File: src/rtl/tracker_pkg.sv
// Shared definitions for the tracker display path: scheduler states and the
// BCD range limits used when converting binary counters.
package tracker_pkg;

  typedef enum logic [2:0] {
    IDLE,
    CHK_STEP,
    WAIT_STEP,
    CHK_DIST,
    WAIT_DIST,
    COMMIT
  } state_t;

  localparam int unsigned BCD_MAX_BIN = 9999;
  localparam logic [15:0] BCD_SAT     = 16'h9999;

endpackage

File: src/rtl/refresh_timer.sv
// Free-running refresh divider: counts 0..DIV-1 while enabled, one-cycle tick
// on the wrap cycle, held at zero while disabled.
module refresh_timer #(
  parameter int unsigned DIV = 10000000
) (
  input  logic clk,
  input  logic rst_n,
  input  logic enable,
  output logic tick
);

  localparam int unsigned CW = (DIV > 1) ? $clog2(DIV) : 1;
  localparam logic [CW-1:0] LAST = CW'(DIV - 1);

  logic [CW-1:0] count;

  always_ff @(posedge clk or negedge rst_n) begin
    if (!rst_n) begin
      count <= '0;
    end else if (!enable || count == LAST) begin
      count <= '0;
    end else begin
      count <= count + CW'(1);
    end
  end

  assign tick = enable && (count == LAST);

endmodule

File: src/rtl/bcd_conv_scheduler.sv
// Shares one bin2bcd converter between the step and distance counters and
// publishes both BCD results as one coherent, registered pair.
module bcd_conv_scheduler
  import tracker_pkg::*;
#(
  parameter int unsigned BIN_W          = 16,
  parameter int unsigned BCD_W          = 16,
  parameter int unsigned REFRESH_CYCLES = 10000000,
  parameter int unsigned TIMEOUT_CYCLES = 64
) (
  input  logic             clk100Mhz,
  input  logic             rst,
  input  logic             enable,
  input  logic             force_refresh,
  input  logic [BIN_W-1:0] step_count,
  input  logic [BIN_W-1:0] distance,
  output logic             conv_start,
  output logic [BIN_W-1:0] conv_bin,
  input  logic             conv_done,
  input  logic [BCD_W-1:0] conv_bcd,
  output logic [BCD_W-1:0] bcd_step_count,
  output logic [BCD_W-1:0] bcd_distance,
  output logic             valid,
  output logic             busy,
  output logic             sat_flag,
  output logic             timeout_err
);

  // state     | meaning
  // IDLE      | waiting for a refresh request (timer tick, force or pending)
  // CHK_STEP  | range-check step snapshot, start its conversion
  // WAIT_STEP | waiting for step result or timeout
  // CHK_DIST  | range-check distance snapshot, start its conversion
  // WAIT_DIST | waiting for distance result or timeout
  // COMMIT    | pair visible on outputs, valid pulses

  localparam int unsigned TW = (TIMEOUT_CYCLES > 1) ? $clog2(TIMEOUT_CYCLES) : 1;
  localparam logic [BIN_W-1:0] MAX_BIN   = BIN_W'(BCD_MAX_BIN);
  localparam logic [BCD_W-1:0] SAT_BCD   = BCD_W'(BCD_SAT);
  localparam logic [TW-1:0]    WAIT_LOAD = TW'(TIMEOUT_CYCLES - 1);

  state_t           state, next_state;
  logic             tick, request, take, wait_load, timeout_hit, pending;
  logic [BIN_W-1:0] snap_step, snap_dist;
  logic [BCD_W-1:0] step_res, dist_res, step_res_d, dist_res_d;
  logic             step_sat, dist_sat, step_sat_d, dist_sat_d;
  logic [TW-1:0]    wait_cnt;

  refresh_timer #(.DIV(REFRESH_CYCLES)) u_refresh_timer (
    .clk    (clk100Mhz),
    .rst_n  (rst),
    .enable (enable),
    .tick   (tick)
  );

  assign request = tick | force_refresh;
  assign busy    = (state != IDLE);
  assign valid   = (state == COMMIT);

  always_ff @(posedge clk100Mhz or negedge rst) begin
    if (!rst) state <= IDLE;
    else      state <= next_state;
  end

  always_comb begin
    next_state  = state;
    conv_start  = 1'b0;
    conv_bin    = '0;
    take        = 1'b0;
    wait_load   = 1'b0;
    timeout_hit = 1'b0;
    step_res_d  = step_res;
    dist_res_d  = dist_res;
    step_sat_d  = step_sat;
    dist_sat_d  = dist_sat;
    case (state)
      IDLE: begin
        if (enable && (request || pending)) begin
          take       = 1'b1;
          next_state = CHK_STEP;
        end
      end
      CHK_STEP: begin
        conv_bin = snap_step;
        if (snap_step > MAX_BIN) begin
          step_res_d = SAT_BCD;
          step_sat_d = 1'b1;
          next_state = CHK_DIST;
        end else begin
          // A timed-out conversion falls back to the last published value.
          step_res_d = bcd_step_count;
          step_sat_d = 1'b0;
          conv_start = 1'b1;
          wait_load  = 1'b1;
          next_state = WAIT_STEP;
        end
      end
      WAIT_STEP: begin
        conv_bin = snap_step;
        if (conv_done) begin
          step_res_d = conv_bcd;
          next_state = CHK_DIST;
        end else if (wait_cnt == '0) begin
          timeout_hit = 1'b1;
          next_state  = CHK_DIST;
        end
      end
      CHK_DIST: begin
        conv_bin = snap_dist;
        if (snap_dist > MAX_BIN) begin
          dist_res_d = SAT_BCD;
          dist_sat_d = 1'b1;
          next_state = COMMIT;
        end else begin
          dist_res_d = bcd_distance;
          dist_sat_d = 1'b0;
          conv_start = 1'b1;
          wait_load  = 1'b1;
          next_state = WAIT_DIST;
        end
      end
      WAIT_DIST: begin
        conv_bin = snap_dist;
        if (conv_done) begin
          dist_res_d = conv_bcd;
          next_state = COMMIT;
        end else if (wait_cnt == '0) begin
          timeout_hit = 1'b1;
          next_state  = COMMIT;
        end
      end
      COMMIT:  next_state = IDLE;
      default: next_state = IDLE;
    endcase
  end

  always_ff @(posedge clk100Mhz or negedge rst) begin
    if (!rst) begin
      pending        <= 1'b0;
      snap_step      <= '0;
      snap_dist      <= '0;
      step_res       <= '0;
      dist_res       <= '0;
      step_sat       <= 1'b0;
      dist_sat       <= 1'b0;
      wait_cnt       <= '0;
      bcd_step_count <= '0;
      bcd_distance   <= '0;
      sat_flag       <= 1'b0;
      timeout_err    <= 1'b0;
    end else begin
      step_res <= step_res_d;
      dist_res <= dist_res_d;
      step_sat <= step_sat_d;
      dist_sat <= dist_sat_d;

      if (state == IDLE)  pending <= 1'b0;
      else if (request)   pending <= 1'b1;

      if (take) begin
        snap_step <= step_count;
        snap_dist <= distance;
      end

      if (wait_load)            wait_cnt <= WAIT_LOAD;
      else if (wait_cnt != '0)  wait_cnt <= wait_cnt - TW'(1);

      if (timeout_hit) timeout_err <= 1'b1;

      // Load on entry so the pair is on the outputs during the COMMIT cycle.
      if (next_state == COMMIT) begin
        bcd_step_count <= step_res_d;
        bcd_distance   <= dist_res_d;
        sat_flag       <= step_sat_d | dist_sat_d;
      end
    end
  end

endmodule
File: config.mk
export PLATFORM = sky130hd
export DESIGN_NAME = bcd_conv_scheduler
export DESIGN_NICKNAME = d
export VERILOG_FILES = /design/src/rtl/tracker_pkg.sv /design/src/rtl/refresh_timer.sv /design/src/rtl/bcd_conv_scheduler.sv
export SDC_FILE = /design/constraint.sdc
export NUM_CORES = 1
export LEC_CHECK = 0
export BUFFER_PORTS_ARGS = -buffer_cell sky130_fd_sc_hd__clkbuf_2
export CORE_UTILIZATION = 56
export DETAILED_ROUTE_END_ITERATION = 10
export PLACE_DENSITY = 0.8
export SLEW_MARGIN = 20
export SYNTH_ARGS = -nofsm -noshare
export SYNTH_HDL_FRONTEND = slang
export SYNTH_SLANG_ARGS = --single-unit
File: constraint.sdc
create_clock -name clk100Mhz -period 2.9 [get_ports clk100Mhz]
set_input_delay 0.145 -clock clk100Mhz [delete_from_list [all_inputs] [get_ports clk100Mhz]]
set_output_delay 0.145 -clock clk100Mhz [all_outputs]
set_load 0.01 [all_outputs]
==> metrics, run 1 <==
Layout area overhead=29.0%; die height=107 um; Layout Skew=0.00968 ns; root buf cell=clkbuf_8; crit path launch type=flop; cell area power density=between 1000 and 1500 nW/um2; Syn Area/Cell=11.3 um2; asr flop ratio synth=100%; Max FO, Critical Path=21; multi-input logic area=2670 um2; die area=about 11000 um2; relative slew slack=between 40% and 50%; # fillers=692; First-pass DRT Iterations=5; Post-synth EDFFs=0; GRT Residual Overflow=0; final cycle utilization of the critical path=~93%; core area=10800 um2; register area share after synthesis=54.1%; pre-CTS setup slack=0.584 ns; post-CTS setup buffer count=0; most frequent cells after synthesis=dfrtp_1, nand2_1, a22o_1, mux2_1, nor2_1; CP Class=reg -> out; met1 usage=36.5%; initial antenna violation count=0; GRT met2 Usage=50.6%; Synth area leaders=dfrtp_1, mux2_1, a22o_1; FF/Latch Area=3350 um2; Post-Syn Nets=603; CTS sink cnt=134; MaxCap Viol Count=0; Hold WC Path Type=in -> async; #FFs+latches synth=134; DPL Wire Length=between 9000 and 10000 um; setup TNS=0 ns; initial core utilization=57.4%; share of cells above drive strength 1=about 26%; die width=107 um; clk_lat worst skew=0.54 ns; data required time of the critical path=2.76 ns; GRT met3 Usage=6.93%; worst vdd ir=0.742 mV; WL final=15600 um; row count=38; fin. max-slew vios=0; status=finished clean; P_leak=0.00369 uW; RSZ-0062 raised after global routing=no; Post-synth top flop=dfrtp_1; minimum clock period after layout=roughly 2.7 ns; largest net degree at the start of global routing=82; H-tree depth=4; DR iter-0 viols=309; gpl congestion=0.857; post-route ant nets=0; Global Route Usage Sum=between 20% and 30%; Inserted Clock Buffers=17; GR peak layer=met2; TritonCTS clock tree=built; vias per cell=6.04; antenna cells=0; Yosys warnings=0; Yosys cell types=59; via count=5176; WL/cell=18.2 um; Worst Path Arrival=2.56 ns; area leader, netlist=dfrtp_1; vias in the first global route=5295; Post-Syn Instances=548; top-count cell post-synth=dfrtp_1; first-pass GRT wire length=26100 um; Synth top area share=54.1%; Port Buffers=105; Nets=763; Longest Clk Path Bufs=2; number of remaining DRC errors=0; pin slew with the least headroom to its limit=0.785 ns; Max Freq=370 MHz; Final setup viols=0; nature of the critical path endpoint=primary output; Synth Cell Area=approximately 6200 um2; final hold violations=0; CTS clk-pin slew, worst paths=0.06 ns; worst setup margin=~0.2 ns; num ports=around 110
==> cell families (layout without fill, tap and decap cells) <==
logic type	after synthesis	after routing	synth area share, %
xor gates and xnor gates	17	17	2.40
and+or+nand+nor	151	151	13.2
muxes	49	49	8.88
AOI/OAI and AO/OA	150	150	17.8
adders and majority gates	2	2	0.404
DFF	134	134	54.1
buffers and inverters	45	214	3.31
==> repair_timing <==
action / in CTS / in global routing
gates resized for setup: 0 / 1
hold endpoints to repair: 190 / 0
endpoints found under the setup margin: 0 / 16
hold buffers: 50 / 0
==> per-stage QoR <==
step,total power (uW),util (%),cell area [um2],hold slack (ns),std cells
global placement,6040,64.3,6940,0.0480,779
finish,8410,74.1,8000,0.0433,857
CTS,8360,74.1,8000,0.0162,857
global route,8900,74.1,8000,0.0540,857
detailed placement,6230,64.3,6940,0.0533,779
floorplan,5110,-,6200,-0.151,548
==> state kept, by name, indices dropped and copies added, names as in the netlist <==
name / count
step_sat: 1
bcd_distance: 16
state: 3
step_res: 16
pending: 1
bcd_step_count: 16
snap_step: 16
dist_res: 16
timeout_err: 1
sat_flag: 1
dist_sat: 1
wait_cnt: 6
snap_dist: 16
u_refresh_timer.count: 24
==> worst max-delay path, stage by stage (launching register included) <==
cell and delay (ns):
dfrtp_1 0.79, nand2_1 0.43, nand2_2 0.44, a22o_1 0.22
clkbuf_2 0.14
==> placed cells by master, fill, tap and decap left out, drive strengths merged, types with 3 or more instances in the layout <==
master	count
or4	8
o21ai	25
nor2	26
or2	5
a21oi	18
a32oi	8
a21o	18
nand3	13
bufinv	3
nand2	46
a31oi	9
mux2	48
inv	11
nor3	9
o31ai	6
dfrtp	134
xor2	6
a22o	33
buf	21
nor3b	5
clkbuf	127
xnor2	11
and2	3
a221oi	9
a2bb2oi	8
o211ai	8
nor4b	3
dlygate4sd3	50
nand4	8
nor4	7
or3	5
==> metal layers <==
metal	vias to the layer above	share of wire [%]
met5	-	0
met4	0	2.5
met3	39	5.6
met2	187	52
met1	2581	40
li1	2369	-
==> final timing paths <==
kind / cells past startpoint / to / from / slack (ns)
min: 2 / bcd_distance[7] / rst / 0.04
min reg2reg: 1 / timeout_err / timeout_err / 0.45
max: 4 / conv_bin[13] / state[2] / 0.20
max in group asynchronous: 3 / bcd_distance[5] / rst / 2.13
max reg2reg: 6 / snap_dist[14] / u_refresh_timer.count[0] / 0.51
min in group clk100Mhz: 4 / dist_res[0] / conv_bcd[0] / 0.04
==> area by class of cell <==
type | instances | share of cell area (%)
Clock inverter | 5 | 1.25
Timing Repair Buffer | 175 | 15.0
Multi-Input combinational cell | 369 | 33.4
Tap cell | 140 | 2.19
Clock buffer | 23 | 5.71
Inverter | 11 | 0.516
Sequential cell | 134 | 41.9
==> report_power, final <==
part	internal, uW	leakage [uW]	switching, uW
logic	1490	0.00177	1700
clock network	1330	0.000274	732
registers	2590	0.00164	563
(Power assumes the default switching activity.)
==> run 2, diff against run 1 <==
- PLACE_DENSITY: 0.8 -> 0.79
==> run 2 against run 1 <==
  * Worst hold slack is essentially flat
  * Wire length shrank 0.81%
  * Largest power group unchanged
  * First-iteration DRC count grew 0.65%
  * Sequential power is essentially flat
  * Final cell count grew 0.47%
  * Highest routed layer unchanged
  * Power shrank 0.76%
  * Clock skew shrank 0.0014 ns
==> metrics, run 2 (same netlist as run 1, synthesis figures left out) <==
minimum clock period after layout=2.67 ns; WL final=15500 um; largest reg by FF count=u_refresh_timer.count; vias per cell=5.98; relative slew slack=about 48%; Final setup viols=0; initial core utilization=57.4%; core area=between 10000 and 15000 um2; First-pass DRT Iterations=4; total power=8340 uW; cell area power density=1040 nW/um2; clock group share of total power=24.3%; FF/Latch Area=3350 um2; CP cell instances=nand2_1, nand2_2, a22o_1, clkbuf_2; post-CTS setup buffer count=0; data required time of the critical path=~2.8 ns; fin. max-slew vios=0; # fillers=726; Comb power frac=37.9%; commonest non-fill, non-tap cell in the layout=dfrtp_1; GRT Residual Overflow=0; die height=~110 um; CTS clk-pin slew, worst paths=~0.06 ns; gpl congestion=0.815; DPL Wire Length=9810 um; Hold WC Path Type=in -> reg; MaxCap Viol Count=0; final hold slack=0.0430 ns; P_leak=around 0.0037 uW; Largest stage delay, worst path=0.76 ns; root buf cell=clkbuf_8; post-route ant nets=0; Longest Clk Path Bufs=2; Worst Path Arrival=2.52 ns; largest net degree at the start of global routing=83; DR iter-0 viols=311; multi-input logic area=2670 um2; Max Freq=375 MHz; num ports=106; CP max-delay cell=dfrtp_1; pin slew with the least headroom to its limit=slightly below 0.8 ns; final hold violations=0; Global Route Usage Sum=between 20% and 30%; Port Buffers=around 110; status=finished clean; die width=about 110 um; worst vdd ir=0.591 mV; NetSw=3010 uW; share of cells above drive strength 1=25.9%; nature of the critical path endpoint=primary output; first-pass GRT wire length=about 25000 um; via count=5153; RSZ-0062 raised after global routing=no; crit path launch type=flop; Inserted Clock Buffers=17; number of remaining DRC errors=0; Max FO, Critical Path=21; final cycle utilization of the critical path=about nine tenths; die area=~11000 um2; CP Class=reg -> out; initial antenna violation count=0; setup TNS=0 ns; switching power share of the total=36.1%; internal power=5330 uW; Layout area overhead=29.1%; row count=38; antenna cells=0; Seq pwr share=37.8%; clk_lat worst skew=0.53 ns; H-tree depth=4; Layout Skew=0.00832 ns; CTS sink cnt=roughly 130; Nets=763; Largest register FFs=24; TritonCTS clock tree=built; vias in the first global route=5138; WL/cell=roughly 18 um; most frequent cells in the layout=dfrtp_1, clkbuf_2, dlygate4sd3_1
[run 2: changes by cell type in the layout (fill, tap and decap cells not counted), sizes merged]
cell,change
clkinv,+4
buf,-1
bufinv,-1
clkinvlp,+1
dlygate4sd3,+1
[run 2: stage by stage]
stage | setup slack, ns | cell area (um2) | utilization (%) | std cells
after global routing | 0.0692 | 8000 | 74.1 | 861
after global placement | 0.674 | 6930 | 64.2 | 778
final | 0.232 | 8000 | 74.1 | 861
after detailed placement | 0.591 | 6930 | 64.2 | 778
after CTS | 0.0478 | 8000 | 74.1 | 861
after floorplan | 0.749 | 6200 | - | 548
[run 2: path summary, 6_finish.rpt]
| check | endpoint | cells past startpoint | slack (ns) | startpoint |
|---|---|---|---|---|
| max | conv_bin[12] | 4 | 0.23 | state[2] |
| min | dist_res[0] | 4 | 0.04 | conv_bcd[0] |
| max reg2reg | snap_dist[7] | 6 | 0.56 | u_refresh_timer.count[0] |
| min reg2reg | step_res[0] | 2 | 0.48 | step_res[0] |
| max in group asynchronous | dist_res[12] | 3 | 1.84 | rst |
| min in group asynchronous | bcd_distance[8] | 3 | 0.20 | rst |
[run 2: power groups by stage]
stage / combinational (uW) / clock [uW] / sequential [uW]
after global routing: 3450 / 2140 / 3230
after detailed placement: 3050 / 0 / 3150
final: 3160 / 2030 / 3150
after floorplan: 2070 / 0 / 3040
after global placement: 2940 / 0 / 3100
after CTS: 3140 / 2050 / 3130
[run 2: per-layer routing]
metal,track usage (%),wire length (um),vias up
li1,-,-,2373
met1,36.1,6520,2593
met2,48.2,7980,166
met3,7.17,788,21
met4,10.1,219,0
met5,0,0,-
[run 2: timing repair]
action / in CTS / in global routing
gates resized for setup: 0 / 1
hold buffers: 51 / 0
endpoints found under the hold margin: 191 / 0
endpoints found under the setup margin: 0 / 16
[run 2: final cells by class]
type                       count  share of cell area [%]
inverter                      11                   0.516
clock inverter                 9                    1.27
tap                          140                    2.19
multi-input combinational    369                    33.3
timing repair buffer         175                    15.1
sequential                   134                    41.9
clock buffer                  23                    5.71
[run 2: critical path: cells and delay by family, from the launching register on]
| family | cells | cell delay, ns |
|---|---|---|
| compound gates | 1 | 0.22 |
| buf+inv | 1 | 0.14 |
| flops | 1 | 0.76 |
| simple gates | 2 | 0.87 |
